--- src/rtl/crt_if.sv ---
// CPU+CRT engine bundle: program fetch, pixel stream and run status.
// master = engine side, slave = ROM/display/controller side.
interface crt_if #(
  parameter int SCREEN_W = 40,
  parameter int SCREEN_H = 6,
  parameter int DATA_W   = 8,
  parameter int ROM_AW   = 8,
  parameter int SUM_W    = 32
);
  localparam int XW = (SCREEN_W > 1) ? $clog2(SCREEN_W) : 1;
  localparam int YW = (SCREEN_H > 1) ? $clog2(SCREEN_H) : 1;

  logic                     start;
  logic [ROM_AW:0]          prog_len;
  logic [ROM_AW-1:0]        rom_addr;
  logic [DATA_W:0]          rom_data;
  logic                     pix_valid;
  logic                     pix_ready;
  logic                     pix_on;
  logic [XW-1:0]            pix_x;
  logic [YW-1:0]            pix_y;
  logic                     pix_last;
  logic                     busy;
  logic                     done;
  logic signed [SUM_W-1:0]  strength;
  logic signed [DATA_W-1:0] reg_x;

  modport master (
    input  start, prog_len, rom_data, pix_ready,
    output rom_addr, pix_valid, pix_on, pix_x, pix_y,
    output pix_last, busy, done, strength, reg_x
  );

  modport slave (
    output start, prog_len, rom_data, pix_ready,
    input  rom_addr, pix_valid, pix_on, pix_x, pix_y,
    input  pix_last, busy, done, strength, reg_x
  );
endinterface

--- src/rtl/crt_engine.sv ---
// noop/addx CPU with a sprite-hit CRT pixel stream and
// signal-strength accumulation at periodic sample cycles.
module crt_engine #(
  parameter int SCREEN_W     = 40,
  parameter int SCREEN_H     = 6,
  parameter int DATA_W       = 8,
  parameter int ROM_AW       = 8,
  parameter int SPRITE_HALF  = 1,
  parameter int SAMPLE_FIRST = 20,
  parameter int SAMPLE_STEP  = 40,
  parameter int SUM_W        = 32
) (
  input  logic clk,
  input  logic rst,
  crt_if.master bus
);
  localparam int CW   = (SCREEN_W > 1) ? $clog2(SCREEN_W) : 1;
  localparam int RW   = (SCREEN_H > 1) ? $clog2(SCREEN_H) : 1;
  localparam int NCYC = SCREEN_W * SCREEN_H;
  localparam int CYW  = $clog2(NCYC + 1);
  localparam int SMX  = (SAMPLE_FIRST > SAMPLE_STEP) ?
                        SAMPLE_FIRST : SAMPLE_STEP;
  localparam int SMW  = $clog2(SMX + 1);
  localparam int PW   = ROM_AW + 1;
  localparam int HW   = ((DATA_W > CW + 1) ? DATA_W : CW + 1) + 2;
  localparam logic signed [HW-1:0] SH_S = HW'(SPRITE_HALF);

  typedef enum logic [2:0] {
    S_IDLE, S_FETCH, S_EXEC_A, S_EXEC_B, S_DONE
  } state_e;

  state_e                   state_q;
  logic signed [DATA_W-1:0] x_q;
  logic [DATA_W-1:0]        imm_q;
  logic [PW-1:0]            ptr_q;
  logic [ROM_AW-1:0]        rom_addr_q;
  logic [CYW-1:0]           cycle_q;
  logic [CW-1:0]            col_q;
  logic [RW-1:0]            row_q;
  logic [SMW-1:0]           samp_q;
  logic signed [SUM_W-1:0]  strength_q;
  logic pix_valid_q, pix_on_q, pix_last_q;
  logic busy_q, done_q;

  logic                    hs, in_prog, is_addx;
  logic [PW-1:0]           ptr_d;
  logic [CW-1:0]           col_d;
  logic [RW-1:0]           row_d;
  logic [SMW-1:0]          samp_d;
  logic signed [SUM_W-1:0] strength_d;
  logic signed [SUM_W-1:0] cyc_s, x_s;

  function automatic logic hit(input logic [CW-1:0] c,
                               input logic signed [DATA_W-1:0] x);
    logic signed [HW-1:0] d;
    d = $signed(HW'(c)) - HW'(x);
    return (d <= SH_S) && (d >= -SH_S);
  endfunction

  function automatic logic is_last(input logic [CW-1:0] c,
                                   input logic [RW-1:0] r);
    return (c == CW'(SCREEN_W - 1)) && (r == RW'(SCREEN_H - 1));
  endfunction

  always_comb begin
    hs      = pix_valid_q & bus.pix_ready;
    in_prog = ptr_q < bus.prog_len;
    is_addx = bus.rom_data[DATA_W] & in_prog;
    ptr_d   = in_prog ? ptr_q + PW'(1) : ptr_q;
    col_d   = col_q + CW'(1);
    row_d   = row_q;
    if (col_q == CW'(SCREEN_W - 1)) begin
      col_d = '0;
      row_d = row_q + RW'(1);
    end
    cyc_s      = $signed(SUM_W'(cycle_q));
    x_s        = SUM_W'(x_q);
    samp_d     = samp_q - SMW'(1);
    strength_d = strength_q;
    // sample-down counter replaces a modulo on the cycle number
    if (samp_q == '0) begin
      samp_d     = SMW'(SAMPLE_STEP - 1);
      strength_d = strength_q + cyc_s * x_s;
    end
  end

  always_ff @(posedge clk) begin
    if (rst) begin
      state_q     <= S_IDLE;
      x_q         <= DATA_W'(1);
      imm_q       <= '0;
      ptr_q       <= '0;
      rom_addr_q  <= '0;
      cycle_q     <= '0;
      col_q       <= '0;
      row_q       <= '0;
      samp_q      <= '0;
      strength_q  <= '0;
      pix_valid_q <= 1'b0;
      pix_on_q    <= 1'b0;
      pix_last_q  <= 1'b0;
      busy_q      <= 1'b0;
      done_q      <= 1'b0;
    end else begin
      done_q <= 1'b0;
      if (hs) begin
        samp_q     <= samp_d;
        strength_q <= strength_d;
        cycle_q    <= cycle_q + CYW'(1);
        if (!pix_last_q) begin
          col_q <= col_d;
          row_q <= row_d;
        end
      end
      case (state_q)
        S_IDLE: if (bus.start) begin
          state_q    <= S_FETCH;
          strength_q <= '0;
          x_q        <= DATA_W'(1);
          ptr_q      <= '0;
          rom_addr_q <= '0;
          cycle_q    <= CYW'(1);
          col_q      <= '0;
          row_q      <= '0;
          samp_q     <= SMW'(SAMPLE_FIRST - 1);
          busy_q     <= 1'b1;
        end
        S_FETCH: begin
          state_q     <= S_EXEC_A;
          pix_valid_q <= 1'b1;
          pix_on_q    <= hit(col_q, x_q);
          pix_last_q  <= is_last(col_q, row_q);
        end
        S_EXEC_A: if (hs) begin
          if (pix_last_q) begin
            state_q     <= S_DONE;
            pix_valid_q <= 1'b0;
            busy_q      <= 1'b0;
            done_q      <= 1'b1;
          end else if (is_addx) begin
            state_q    <= S_EXEC_B;
            imm_q      <= bus.rom_data[DATA_W-1:0];
            pix_on_q   <= hit(col_d, x_q);
            pix_last_q <= is_last(col_d, row_d);
          end else begin
            state_q     <= S_FETCH;
            pix_valid_q <= 1'b0;
            ptr_q       <= ptr_d;
            rom_addr_q  <= ptr_d[ROM_AW-1:0];
          end
        end
        S_EXEC_B: if (hs) begin
          pix_valid_q <= 1'b0;
          if (pix_last_q) begin
            state_q <= S_DONE;
            busy_q  <= 1'b0;
            done_q  <= 1'b1;
          end else begin
            state_q    <= S_FETCH;
            x_q        <= x_q + $signed(imm_q);
            ptr_q      <= ptr_d;
            rom_addr_q <= ptr_d[ROM_AW-1:0];
          end
        end
        S_DONE: state_q <= S_IDLE;
        default: state_q <= S_IDLE;
      endcase
    end
  end

  assign bus.rom_addr  = rom_addr_q;
  assign bus.pix_valid = pix_valid_q;
  assign bus.pix_on    = pix_on_q;
  assign bus.pix_x     = col_q;
  assign bus.pix_y     = row_q;
  assign bus.pix_last  = pix_last_q;
  assign bus.busy      = busy_q;
  assign bus.done      = done_q;
  assign bus.strength  = strength_q;
  assign bus.reg_x     = x_q;
endmodule

--- src/flat_wrapper.sv ---
// flat-port wrapper written by rule: the top's interface ports become plain ports
module crt_engine_flat 
#(
  parameter int SCREEN_W     = 40,
  parameter int SCREEN_H     = 6,
  parameter int DATA_W       = 8,
  parameter int ROM_AW       = 8,
  parameter int SPRITE_HALF  = 1,
  parameter int SAMPLE_FIRST = 20,
  parameter int SAMPLE_STEP  = 40,
  parameter int SUM_W        = 32
)
  (clk, rst, bus_start, bus_prog_len, bus_rom_data, bus_pix_ready, bus_rom_addr, bus_pix_valid, bus_pix_on, bus_pix_x, bus_pix_y, bus_pix_last, bus_busy, bus_done, bus_strength, bus_reg_x);
  crt_if #(.SCREEN_W(SCREEN_W), .SCREEN_H(SCREEN_H), .DATA_W(DATA_W), .ROM_AW(ROM_AW), .SUM_W(SUM_W)) bus_i ();
  input  logic clk;
  input  logic rst;
  input wire logic [$bits(bus_i.start)-1:0] bus_start;
  input wire logic [$bits(bus_i.prog_len)-1:0] bus_prog_len;
  input wire logic [$bits(bus_i.rom_data)-1:0] bus_rom_data;
  input wire logic [$bits(bus_i.pix_ready)-1:0] bus_pix_ready;
  output wire logic [$bits(bus_i.rom_addr)-1:0] bus_rom_addr;
  output wire logic [$bits(bus_i.pix_valid)-1:0] bus_pix_valid;
  output wire logic [$bits(bus_i.pix_on)-1:0] bus_pix_on;
  output wire logic [$bits(bus_i.pix_x)-1:0] bus_pix_x;
  output wire logic [$bits(bus_i.pix_y)-1:0] bus_pix_y;
  output wire logic [$bits(bus_i.pix_last)-1:0] bus_pix_last;
  output wire logic [$bits(bus_i.busy)-1:0] bus_busy;
  output wire logic [$bits(bus_i.done)-1:0] bus_done;
  output wire logic [$bits(bus_i.strength)-1:0] bus_strength;
  output wire logic [$bits(bus_i.reg_x)-1:0] bus_reg_x;
  assign bus_i.start = bus_start;
  assign bus_i.prog_len = bus_prog_len;
  assign bus_i.rom_data = bus_rom_data;
  assign bus_i.pix_ready = bus_pix_ready;
  assign bus_rom_addr = bus_i.rom_addr;
  assign bus_pix_valid = bus_i.pix_valid;
  assign bus_pix_on = bus_i.pix_on;
  assign bus_pix_x = bus_i.pix_x;
  assign bus_pix_y = bus_i.pix_y;
  assign bus_pix_last = bus_i.pix_last;
  assign bus_busy = bus_i.busy;
  assign bus_done = bus_i.done;
  assign bus_strength = bus_i.strength;
  assign bus_reg_x = bus_i.reg_x;
  crt_engine #(.SCREEN_W(SCREEN_W), .SCREEN_H(SCREEN_H), .DATA_W(DATA_W), .ROM_AW(ROM_AW), .SPRITE_HALF(SPRITE_HALF), .SAMPLE_FIRST(SAMPLE_FIRST), .SAMPLE_STEP(SAMPLE_STEP), .SUM_W(SUM_W)) u_core (.clk(clk), .rst(rst), .bus(bus_i));
endmodule
--- config.mk ---
export PLATFORM = sky130hd
export DESIGN_NAME = crt_engine_flat
export DESIGN_NICKNAME = d
export VERILOG_FILES = /design/src/rtl/crt_if.sv /design/src/rtl/crt_engine.sv /design/src/flat_wrapper.sv
export SDC_FILE = /design/constraint.sdc
export NUM_CORES = 1
export LEC_CHECK = 0
export CAP_MARGIN = 20
export CORE_MARGIN = 1.5
export CORE_UTILIZATION = 30
export DETAILED_ROUTE_END_ITERATION = 8
export PLACE_DENSITY = 0.53
export SLEW_MARGIN = 0
export SYNTH_ARGS = -nofsm -noshare
export SYNTH_HDL_FRONTEND = slang
export SYNTH_SLANG_ARGS = --single-unit
export TNS_END_PERCENT = 20
--- constraint.sdc ---
create_clock -name clk -period 17.2 [get_ports clk]
set_input_delay 1.72 -clock clk [delete_from_list [all_inputs] [get_ports clk]]
set_output_delay 1.72 -clock clk [all_outputs]
set_load 0.03 [all_outputs]
==> out/metrics.csv <==
metric;value;unit
outcome;complete, no violations;
swShare;27.6;%
critPathTopFamily;adder cells;
p_per_area;48.5;nW/µm²
antenna_found_initial;0;
path_class;reg -> reg;
cts_hold_buf;0;
setup_viol;0;
cts_tree;yes;
skew;17.0;ps
pwr-share-clk;46.6;%
crit_slowest_cell;dfxtp_1;
synth_area_per_cell;8.17;µm²
dieWidth;174;µm
peakVddDrop;0.0441;mV
combinationalPowerShare;10.4;%
max_cap_violations;0;
layout_min_cycle_time;7490;ps
vias_per_cell;4.99;
synth-edff-count;0;
synth_mux_area_share;1.25;%
post_cts_buffers;0;
rsz0062_at_grt;false;
final_hold_viol_count;0;
grt_pass1_vias;7149;
cts_made_buffers;9;
row_count;62;
tns;0;ps
clock_sinks;88;
post_drt_wl_per_cell;14.5;µm
synth.distinct_cells;76;
drive_gt1_share;4.53;%
track_usage;14.7;%
gp_congestion;0.828;
htree_levels;3;
leakage;0.00445;µW
io_buffers;83;
synthArstFlopShare;0;%
dp_hpwl;16700;µm
synth_fa_ha_area_share;25.2;%
vias;7529;
synth_warnings;0;
ant_nets;0;
p_seq_share;43.0;%
start_util;30.5;%
synth-simple-area-share;21.3;%
hold_path.class;reg -> reg;
clockBufferDepth;2;
wl;21900;µm
setup_slack;9710;ps
hold_start;u_core.bus.strength[3];
cp_common_cell;fa_1;
power.internal;359;µW
synth_nets;1248;
worst-path-buf-inv;3;
final_nets;1295;
root_buffer;clkbuf_16;
syn_area;8780;µm²
drtIter0Drc;331;
switchingPower;137;µW
synth_xor_area_share;5.39;%
cts_resized;0;
path_clk_slew;70;ps
finalCritPeriodShare;43.5;%
worst-path-max-fanout;17;
area_growth;16.5;%
crit_path_end_kind;flip-flop;
worst_pin_slew;944;ps
crit_arrival;7770;ps
n_fill_cell;2996;
cp_cell_sequence;inv_1 > nor2_1 > fa_1 > fa_1 > fa_1 > inv_1 > fa_1 > inv_1 > ha_1 > or3_1 > o2111ai_1 > nand3b_1 > o221ai_1 > nand2_1 > ha_1 > and3_1 > a221oi_1 > a21o_1 > or3_1 > nand4_1 > a41oi_2 > mux2i_1 > mux2i_1;
slew_headroom;36.9;%
synth_cells;1074;
drcViolationCount;0;
maxSlewViolCount;0;
synth-compound-area-share;19.9;%
drt_pass1_iterations;5;
ys_seq_area_share;20.1;%
worstPathRequired;17480;ps
fmax;134;MHz
io_pins;84;
antenna_cells;0;
clock_latency;360;ps
synth_top_family_by_area;adder cells;
grt_max_degree;35;
setup.worst_path.start;u_core.bus.reg_x[7];
pre_cts_slack;9730;ps
grt_pass1_wl;36600;µm
ys_seq_elements;88;
core;28800;µm²
cpPeakStageDelay;610;ps
die_y;174;µm
start_kind;flip-flop;
rr_startpoint;u_core.bus.reg_x[7];
die_area;30300;µm²
synth_ff_type;dfxtp_1;
overflow;0;
-- path summary, 6_finish.rpt --
path | end | slack (ps) | depth (start not counted)
max reg2reg | u_core.bus.strength[31] | 9710 | 23
min | u_core.bus.strength[3] | 480 | 2
max | u_core.bus.strength[31] | 9710 | 23
min reg2reg | u_core.bus.strength[3] | 480 | 2
-- cell usage after synthesis, types with 4 or more instances --
cell / instances / area, µm²
nor2b_1: 10 / 62.6
mux2i_1: 11 / 110
a211oi_1: 9 / 67.6
o21ai_1: 6 / 30.0
a2111o_1: 4 / 45.0
xnor2_1: 29 / 254
nor3b_1: 4 / 30.0
xor2_1: 25 / 219
nand2b_1: 14 / 87.6
nand3_1: 26 / 130
a22oi_1: 8 / 60.1
buf_4: 10 / 75.1
o211ai_1: 10 / 75.1
fa_1: 41 / 821
a21o_1: 27 / 203
a211o_1: 5 / 43.8
clkbuf_1: 37 / 139
nand3b_1: 7 / 52.6
ha_1: 111 / 1390
dfxtp_1: 88 / 1760
or3_1: 15 / 93.8
and3_1: 8 / 50.1
and2_1: 47 / 294
nand4_1: 9 / 56.3
a21oi_1: 88 / 440
o2111ai_1: 4 / 35.0
nand2_1: 91 / 342
nor3_1: 30 / 150
o21ai_0: 38 / 190
o21a_1: 10 / 75.1
o21bai_1: 12 / 90.1
nor2_1: 78 / 293
inv_1: 96 / 360
-- flip-flops by register name, indices dropped and copies added, names as in the netlist, 6 cells and up --
| signal | count |
|---|---|
| u_core.bus.pix_x | 6 |
| u_core.samp_q | 6 |
| u_core.bus.reg_x | 8 |
| u_core.imm_q | 8 |
| u_core.bus.strength | 32 |
| u_core.cycle_q | 8 |
| u_core.bus.rom_addr | 8 |
-- cells by family after synthesis --
family	Yosys count
simple gates	362
compound gates	259
fa+ha+maj	152
buf+inv	148
flops	88
xor+xnor	54
mux	11
-- routing by layer --
layer	up-vias	GRT usage [%]	part of all wire, %	wire length (µm)
met5	-	0	0	0
met4	0	3.05	0.63	138
met3	7	2.34	3.4	735
met2	111	23.7	46	9990
met1	3584	20.8	50	11100
li1	3827	-	-	-
-- layout make-up --
type / instances / area, µm² / area share [%]
clock buffers: 9 / 225 / 2.20
well taps: 384 / 480 / 4.70
multi-input cells: 838 / 6410 / 62.7
clock inverters: 7 / 113 / 1.10
flip-flops and latches: 88 / 1760 / 17.2
inverters: 96 / 360 / 3.53
repair buffers: 88 / 868 / 8.49
-- worst min-delay path: stages (launching register included) --
cell	delay, ps
dfxtp_1	330
nand2_1	60
a21oi_1	50
-- layout by cell type (no fill, tap or decap), drive strengths merged, types with 5 or more instances in the layout --
cell type      Yosys  final
ha               111    111
inv               96     99
nand2             94     94
a21oi             90     90
dfxtp             88     88
clkdlybuf4s50      0     83
nor2              78     78
and2              48     48
o21ai             45     45
fa                41     41
nor3              32     32
xnor2             29     29
a21o              27     27
nand3             27     27
xor2              25     25
or3               15     15
nand2b            14     14
a211oi            13     13
o21bai            12     12
mux2i             11     11
o211ai            11     11
nor2b             11     11
o21a              10     10
nand4              9      9
clkbuf            37      9
a22oi              8      8
and3               8      8
nand3b             7      7
a211o              5      5
buf               15      5
-- power groups by stage --
stage	sequential [µW]	clock [µW]	combinational (µW)
detailed placement	218	0	51.9
global route	215	249	57.2
global placement	218	0	51.7
floorplan	217	0	35.6
CTS	213	241	52.3
finish	213	231	51.4
-- stage by stage --
stage / instances / hold WS, ps / power [µW] / cell area, µm² / utilization (%)
global placement: 1493 / 470 / 270 / 9880 / 34.3
CTS: 1509 / 486 / 507 / 10200 / 35.5
floorplan: 1074 / 462 / 252 / 8780 / -
finish: 1510 / 479 / 496 / 10200 / 35.5
detailed placement: 1493 / 474 / 270 / 9880 / 34.3
global route: 1510 / 504 / 521 / 10200 / 35.5
Note: power is estimated with default switching activity, not from simulation.
